## src/rtl/maze_map.sv

```systemverilog
// Wall/visited cell store for the maze walker: 1-cycle registered lookups, visited marking,
// row-streamed wall load and visited clear. Define MAZE_MAP_VISIT_CNT_EN to add the visitCnt output.
module maze_map #(
  parameter int COORD_W = 4
) (
  input  logic                   clk,
  input  logic                   rst,
  input  logic                   ldStart,
  input  logic                   ldValid,
  input  logic [(1<<COORD_W)-1:0] ldData,
  output logic                   ldReady,
  output logic                   ldDone,
  input  logic                   clrVisit,
  input  logic                   rdReq,
  input  logic [2*COORD_W-1:0]   rdLoc,
  output logic                   rdValid,
  output logic                   rdWall,
  output logic                   rdVisited,
  input  logic                   mark,
  input  logic [2*COORD_W-1:0]   markLoc,
  output logic                   busy
`ifdef MAZE_MAP_VISIT_CNT_EN
  ,
  output logic [2*COORD_W:0]     visitCnt
`endif
);

  localparam int N = 1 << COORD_W;
  localparam logic [COORD_W-1:0] LAST_ROW = '1;
`ifdef MAZE_MAP_VISIT_CNT_EN
  localparam logic [2*COORD_W:0] CNT_MAX = {1'b1, {(2*COORD_W){1'b0}}};
`endif

  typedef enum logic [1:0] {READY, LOAD, CLEAR} state_t;

  state_t                     state;
  logic [COORD_W-1:0]         rowCnt;
  // Indexed [x][y]; a row is every x at one y.
  logic [N-1:0][N-1:0]        wallMap;
  logic [N-1:0][N-1:0]        visitMap;

  logic [COORD_W-1:0] rdX, rdY, mkX, mkY;
  assign rdX = rdLoc[2*COORD_W-1:COORD_W];
  assign rdY = rdLoc[COORD_W-1:0];
  assign mkX = markLoc[2*COORD_W-1:COORD_W];
  assign mkY = markLoc[COORD_W-1:0];

  always_ff @(posedge clk) begin
    if (!rst) begin
      state     <= READY;
      rowCnt    <= '0;
      wallMap   <= '0;
      visitMap  <= '0;
      ldReady   <= 1'b0;
      ldDone    <= 1'b0;
      rdValid   <= 1'b0;
      rdWall    <= 1'b0;
      rdVisited <= 1'b0;
      busy      <= 1'b0;
`ifdef MAZE_MAP_VISIT_CNT_EN
      visitCnt  <= '0;
`endif
    end else begin
      ldDone  <= 1'b0;
      rdValid <= 1'b0;
      // Read sees pre-edge contents, so a same-cycle mark is not visible yet.
      if (rdReq && !busy) begin
        rdValid   <= 1'b1;
        rdWall    <= wallMap[rdX][rdY];
        rdVisited <= visitMap[rdX][rdY];
      end

      case (state)
        READY: begin
          if (mark) begin
            visitMap[mkX][mkY] <= 1'b1;
`ifdef MAZE_MAP_VISIT_CNT_EN
            if (!visitMap[mkX][mkY] && visitCnt != CNT_MAX)
              visitCnt <= visitCnt + 1'b1;
`endif
          end
          if (ldStart) begin
            state   <= LOAD;
            rowCnt  <= '0;
            busy    <= 1'b1;
            ldReady <= 1'b1;
          end else if (clrVisit) begin
            state  <= CLEAR;
            rowCnt <= '0;
            busy   <= 1'b1;
          end
        end

        LOAD: begin
          if (ldValid) begin
            for (int x = 0; x < N; x++) begin
              wallMap[x][rowCnt]  <= ldData[x];
              visitMap[x][rowCnt] <= 1'b0;
            end
            rowCnt <= rowCnt + 1'b1;
            if (rowCnt == LAST_ROW) begin
              state   <= READY;
              busy    <= 1'b0;
              ldReady <= 1'b0;
              ldDone  <= 1'b1;
`ifdef MAZE_MAP_VISIT_CNT_EN
              visitCnt <= '0;
`endif
            end
          end
        end

        CLEAR: begin
          for (int x = 0; x < N; x++)
            visitMap[x][rowCnt] <= 1'b0;
          rowCnt <= rowCnt + 1'b1;
          if (rowCnt == LAST_ROW) begin
            state <= READY;
            busy  <= 1'b0;
`ifdef MAZE_MAP_VISIT_CNT_EN
            visitCnt <= '0;
`endif
          end
        end

        default: begin
          state   <= READY;
          busy    <= 1'b0;
          ldReady <= 1'b0;
        end
      endcase
    end
  end

endmodule
```

## config.mk

```make
export PLATFORM = sky130hd
export DESIGN_NAME = maze_map
export DESIGN_NICKNAME = d
export VERILOG_FILES = /design/src/rtl/maze_map.sv
export SDC_FILE = /design/constraint.sdc
export NUM_CORES = 1
export LEC_CHECK = 0
export CAP_MARGIN = 25
export CORE_ASPECT_RATIO = 0.9
export CORE_MARGIN = 2
export CORE_UTILIZATION = 25
export CTS_BUF_LIST = sky130_fd_sc_hd__clkbuf_4 sky130_fd_sc_hd__clkbuf_8
export DETAILED_ROUTE_END_ITERATION = 10
export PLACE_DENSITY = 0.47
export SETUP_SLACK_MARGIN = 0.2
export SYNTH_ARGS = -nofsm -noshare
export SYNTH_HDL_FRONTEND = slang
export SYNTH_SLANG_ARGS = --single-unit
```

## constraint.sdc

```tcl
create_clock -name clk -period 2.3 [get_ports clk]
set_input_delay 0.345 -clock clk [delete_from_list [all_inputs] [get_ports clk]]
set_output_delay 0.345 -clock clk [all_outputs]
set_load 0.01 [all_outputs]
```

==> flow_metrics.env, run 1 <==
export IMPL_outcome="finished, final reports clean"
export IMPL_cts_buffers=89
export IMPL_syn_num_nets=2601
export IMPL_synth_area_leaders="dfxtp_1 46%, mux4_2 11%, nand2_1 9.3%, a22oi_1 8.2%, a21oi_1 6.0%"
export IMPL_max_slew_margin=0.438
export IMPL_crit_path_end_kind="register"
export IMPL_dpl_hpwl_um=52400
export IMPL_gr_usage_all_layers=0.170
export IMPL_critical_path_class="register to register"
export IMPL_p_per_area_nw_per_um2=736
export IMPL_period_share=0.950
export IMPL_ys_seq_area_frac=0.459
export IMPL_synth_ff_type="dfxtp_1"
export IMPL_ios=45
export IMPL_total_power_mw=21.9
export IMPL_coreArea_um2=90900
export IMPL_crit_fanout=8
export IMPL_routedWlPerCell_um=20.4
export IMPL_power_frac_clock=0.430
export IMPL_p_leak_nw=10.2
export IMPL_worst_path_most_repeated_cell="buf_6"
export IMPL_cp_arrival_ns=2.72
export IMPL_hold_class="primary input to register"
export IMPL_clock_latency_ns=0.68
export IMPL_worstPathRequired_ns=2.84
export IMPL_drtPass1Iterations=5
export IMPL_yosysWarnings=0
export IMPL_gp_congestion=0.817
export IMPL_grt_pass1_wl_um=122000
export IMPL_setup_viol=0
export IMPL_synthToLayoutAreaGrowth_pct=30.4
export IMPL_drive_gt1_frac=0.277
export IMPL_synthArstFlopShare=0
export IMPL_synth_top_cell_by_area="dfxtp_1"
export IMPL_die_y_um=291
export IMPL_start_util=0.251
export IMPL_clk_pin_slew_ns=0.06
export IMPL_rr_startpoint="state[0]"
export IMPL_syn_area_um2=22800
export IMPL_yosysUniqueCellTypes=51
export IMPL_htreeDepth=3
export IMPL_worst_pin_slew_ns=0.842
export IMPL_synth_edf_count=0
export IMPL_yosysMostFrequentCell="nand2_1"
export IMPL_rows=105
export IMPL_synth_common_cells="565 x nand2_1, 524 x dfxtp_1, 331 x nor2_1, 274 x a21oi_1, 249 x a22oi_1"
export IMPL_root_buffer="clkbuf_8"
export IMPL_overflow=0
export IMPL_avgSynthCellArea_um2=8.95
export IMPL_p_sw_mw=5.98
export IMPL_clockBufferDepth=3
export IMPL_cap_violations=0
export IMPL_routed_wl_um=82500
export IMPL_path_cells="inv_4, ha_4, nor2b_4, nor3_4, buf_6, nand2_8, buf_6, nor2_4, buf_12, nand2_4, clkbuf_16, a22oi_2, nor2_1"
export IMPL_crit_path_start="state[0]"
export IMPL_fmax_mhz=458
export IMPL_fp_dieArea_um2=93800
export IMPL_postSynthCellCount=2554
export IMPL_stdcell_area_um2=29800
export IMPL_cts_tree="yes"
export IMPL_seqPwrFrac=0.422
export IMPL_rsz0062_at_grt="true"
export IMPL_vdd_drop_max_v=0.000364
export IMPL_synth_top_area_share=0.459
export IMPL_cpMaxStageDelayCell="dfxtp_4"
export IMPL_synth_seq_cells=524
export IMPL_drc=0
export IMPL_postRouteAntennaNets=0
export IMPL_nNetsFinal=2802
export IMPL_post_drt_via_cell_ratio=4.90
export IMPL_clkSinkCount=524
export IMPL_slew_violations=0
export IMPL_final_hold_violation_count=0
export IMPL_antenna_found_initial=2
export IMPL_grt_max_degree=160
export IMPL_dr_total_vias=19900
export IMPL_worstHoldStart="ldStart"
export IMPL_first_iter_violations=1694
export IMPL_cts_hold_buffers=0
export IMPL_grt_pass1_vias=18900
export IMPL_postPlaceCellArea_um2=26500
export IMPL_period_needed_ns=2.18
export IMPL_io_buffers=44
export IMPL_p_int_mw=16.0
export IMPL_combPwrFrac=0.148
export IMPL_critPathLaunchType="register"
export IMPL_die_x_um=323
export IMPL_finClkSkew_ns=0.0258
export IMPL_max_stage_delay_ns=0.38
export IMPL_swShare=0.272
## logic make-up (layout without fill, tap and decap cells)
kind of cell / Yosys count / in the layout / synth area share
compound gates: 580 / 580 / 0.161
fa+ha+maj: 8 / 8 / 0.00438
buf+inv: 242 / 510 / 0.0486
flops: 524 / 524 / 0.459
mux: 170 / 170 / 0.145
other cells: 0 / 1 / 0
simple gates: 1030 / 1030 / 0.182
## worst paths after layout
check / to / slack [ns] / cells after the start
min: state[0] / 0.27 / 3
max reg2reg: visitMap[136] / 0.12 / 13
max: visitMap[136] / 0.12 / 13
min reg2reg: wallMap[132] / 0.45 / 2
## power by group through the flow
stage	clock network [mW]	registers (mW)	logic (mW)
5_1_grt	10.1	9.26	3.42
2_1_floorplan	0	9.43	1.40
6_report	9.44	9.25	3.25
3_3_place_gp	0	9.44	2.79
4_1_cts	9.66	9.24	2.85
3_5_place_dp	0	9.44	2.78
## timing repair
item                                   in CTS  in global routing
setup buffers                               2                 13
pin swaps                                   1                 88
gates cloned                                0                  9
setup endpoints to repair                  57                259
resized for setup                           9                192
endpoints found under the hold margin       0                  0
## stage by stage
| step | utilization | TNS, ns | cells | hold slack (ns) | worst slack, ns |
|---|---|---|---|---|---|
| after floorplan | - | 0 | 2554 | 0.429 | 0.169 |
| after global placement | 0.292 | -13.32 | 3870 | 0.439 | -0.294 |
| after detailed placement | 0.292 | -11.70 | 3870 | 0.444 | -0.434 |
| after CTS | 0.315 | 0 | 4030 | 0.239 | 0.150 |
| after global routing | 0.328 | 0 | 4053 | 0.292 | 0.0310 |
| final | 0.328 | 0 | 4053 | 0.274 | 0.116 |
## registers in the layout (all words and copies together), names as in the netlist
signal and count:
ldDone 1, wallMap 256, rowCnt 4, visitMap 256, rdWall 1, ldReady 1, state 2, busy 1
rdVisited 1, rdValid 1
## metal layers
metal,part of all wire,track usage
met3,0.058,0.0262
met4,0.022,0.0448
met1,0.47,0.249
met5,0.000097,0
met2,0.45,0.257
## layout make-up
| cell class | instances | area [um2] |
|---|---|---|
| inverters | 10 | 51.3 |
| multi-input cells | 1788 | 12200 |
| flip-flops and latches | 524 | 10500 |
| diodes | 1 | 2.50 |
| well taps | 1230 | 1540 |
| fillers | 9462 | 61100 |
| clock buffers | 151 | 1900 |
| clock inverters | 7 | 115 |
| repair buffers | 342 | 3460 |
## cells in the final DEF, fill, tap and decap left out, types with 8 or more instances in the layout
| master | count |
|---|---|
| nand2_2 | 8 |
| buf_4 | 227 |
| dfxtp_1 | 522 |
| mux4_1 | 10 |
| clkdlybuf4s50_1 | 40 |
| nor2_1 | 320 |
| nor3_2 | 8 |
| nor2b_1 | 32 |
| nand2b_1 | 14 |
| nand3_1 | 29 |
| a22oi_1 | 120 |
| mux2i_1 | 34 |
| mux4_2 | 114 |
| buf_12 | 47 |
| nor3_1 | 20 |
| a21oi_1 | 271 |
| mux2_2 | 10 |
| a32oi_1 | 10 |
| clkbuf_4 | 28 |
| nand2_1 | 551 |
| clkbuf_8 | 123 |
| a22oi_2 | 129 |
| buf_6 | 17 |
## worst max-delay path: cells and delay by family, from the launching register on
family / cells / cell delay [ns]
AOI/OAI and AO/OA: 1 / 0.18
adders and majority gates: 1 / 0.15
buffers and inverters: 5 / 0.63
DFF: 1 / 0.38
and+or+nand+nor: 6 / 0.69
No activity file was read; power rests on OpenSTA's default activity.
==> run 2: changes to the inputs <==
CORE_ASPECT_RATIO = default   (was 0.9)
==> flow_metrics.env, run 2 (synthesis gave the netlist of run 1 again) <==
export IMPL_critPathLaunchType="register"
export IMPL_synthToLayoutAreaGrowth_pct=32.2
export IMPL_final_common_cell="nand2_1"
export IMPL_finClkSkew_ns=0.0289
export IMPL_drc=0
export IMPL_start_util=0.253
export IMPL_max_stage_delay_ns=0.37
export IMPL_setup_viol=0
export IMPL_seqPwrFrac=0.427
export IMPL_clk_pin_slew_ns=0.06
export IMPL_dpl_hpwl_um=53400
export IMPL_outcome="finished, final reports clean"
export IMPL_cts_tree="yes"
export IMPL_drtPass1Iterations=6
export IMPL_antenna_found_initial=3
export IMPL_postRouteAntennaNets=0
export IMPL_mostFrequentLayoutCells="548 x nand2_1, 521 x dfxtp_1, 321 x nor2_1"
export IMPL_root_buffer="clkbuf_8"
export IMPL_nNetsFinal=2828
export IMPL_coreArea_um2=90300
export IMPL_worstPathRequired_ns=2.86
export IMPL_ios=45
export IMPL_worst_slack_ns=0.112
export IMPL_final_hold_violation_count=0
export IMPL_routed_wl_um=84000
export IMPL_p_per_area_nw_per_um2=718
export IMPL_io_buffers=44
export IMPL_cp_arrival_ns=2.75
export IMPL_max_slew_margin=0.560
export IMPL_first_iter_violations=1557
export IMPL_grt_pass1_vias=19300
export IMPL_p_int_mw=15.5
export IMPL_grt_pass1_wl_um=125000
export IMPL_swShare=0.286
export IMPL_cpMaxStageDelayCell="dfxtp_4"
export IMPL_clkSinkCount=524
export IMPL_dr_total_vias=20000
export IMPL_grt_max_degree=91
export IMPL_gp_congestion=0.806
export IMPL_cap_violations=0
export IMPL_critical_path_class="register to register"
export IMPL_postPlaceCellArea_um2=26700
export IMPL_overflow=0
export IMPL_htreeDepth=3
export IMPL_clockBufferDepth=3
export IMPL_fp_dieArea_um2=93800
export IMPL_routedWlPerCell_um=20.8
export IMPL_dp_slack_ns=-0.413
export IMPL_nFillCells=9294
export IMPL_die_x_um=306
export IMPL_path_cells="inv_4, ha_4, nor2b_4, nor3_4, buf_6, nand2_8, buf_6, nor2_4, buf_12, nand2_8, clkbuf_16, a22oi_1, nor2_1"
export IMPL_cts_buffers=87
export IMPL_timing_hold_ws_ns=0.268
export IMPL_vdd_drop_max_v=0.000380
export IMPL_rows=110
export IMPL_period_share=0.951
export IMPL_crit_buf_inv=5
export IMPL_stdcell_area_um2=30200
export IMPL_largestRegisters="visitMap: 256 flops, wallMap: 256 flops, rowCnt: 4 flops"
export IMPL_rsz0062_at_grt="true"
export IMPL_p_leak_nw=10.3
export IMPL_gr_usage_all_layers=0.172
export IMPL_worst_pin_slew_ns=0.657
export IMPL_p_sw_mw=6.20
export IMPL_die_y_um=306
export IMPL_path_delay_family="simple AND/OR/NAND/NOR gates"
export IMPL_crit_fanout=8
export IMPL_crit_path_end_kind="register"
export IMPL_hold_class="primary input to register"
export IMPL_fmax_mhz=457
export IMPL_post_drt_via_cell_ratio=4.96
export IMPL_clock_latency_ns=0.72
export IMPL_combPwrFrac=0.167
export IMPL_tns_ns=0
export IMPL_power_frac_clock=0.405
export IMPL_drive_gt1_frac=0.302
export IMPL_slew_violations=0
export IMPL_period_needed_ns=2.19
## run 2: worst register-to-register path, cell delays in order (launching register included)
cell and delay, ns:
dfxtp_4 0.37, inv_4 0.05, ha_4 0.15, nor2b_4 0.13, nor3_4 0.25, buf_6 0.15
nand2_8 0.07, buf_6 0.12, nor2_4 0.11, buf_12 0.17, nand2_8 0.08, clkbuf_16 0.17
a22oi_1 0.18, nor2_1 0.05
## run 2: cell type report
cell class | instances | area [um2] | share of cell area
Antenna cell | 4 | 10.0 | 0.000331
Clock inverter | 15 | 87.6 | 0.00290
Multi-Input combinational cell | 1788 | 12600 | 0.416
Tap cell | 1176 | 1470 | 0.0487
Timing Repair Buffer | 370 | 3740 | 0.124
Sequential cell | 524 | 10500 | 0.348
Clock buffer | 144 | 1760 | 0.0584
Inverter | 10 | 53.8 | 0.00178
## run 2: power groups by stage
| stage | Clock (mW) | Sequential (mW) | Combinational, mW |
|---|---|---|---|
| 3_3_place_gp | 0 | 9.45 | 2.88 |
| 3_5_place_dp | 0 | 9.45 | 2.86 |
| 6_report | 8.78 | 9.27 | 3.63 |
| 4_1_cts | 9.02 | 9.25 | 3.00 |
| 2_1_floorplan | 0 | 9.43 | 1.40 |
| 5_1_grt | 9.42 | 9.27 | 3.80 |
## run 2: metrics by stage
step           power [mW]   util  instances
5_1_grt              22.5  0.334       4028
6_report             21.7  0.335       4031
4_1_cts              21.3  0.317       4009
3_5_place_dp         12.3  0.296       3846
3_3_place_gp         12.3  0.296       3846
2_1_floorplan        10.8      -       2554
## run 2: per-layer routing
metal | vias up | part of all wire | wire length [um] | global-route usage
li1 | 9447 | - | - | -
met1 | 9926 | 0.48 | 39900 | 0.246
met2 | 505 | 0.45 | 38100 | 0.269
met3 | 117 | 0.047 | 3970 | 0.0241
met4 | 2 | 0.024 | 1990 | 0.0496
met5 | - | 0.000083 | 7 | 0
## run 2: final timing paths
check | from | to | slack, ns | cells past startpoint
min reg2reg | visitMap[223] | visitMap[223] | 0.45 | 2
max | state[1] | visitMap[41] | 0.11 | 13
max reg2reg | state[1] | visitMap[41] | 0.11 | 13
min | ldStart | state[0] | 0.27 | 3
## run 2: what timing repair did
item,CTS,global route
hold buffers,0,0
cloned,1,10
endpoints found under the setup margin,112,256
pin swaps,3,144
setup buffers,3,8
gates resized for setup,18,249
hold endpoints to repair,0,0
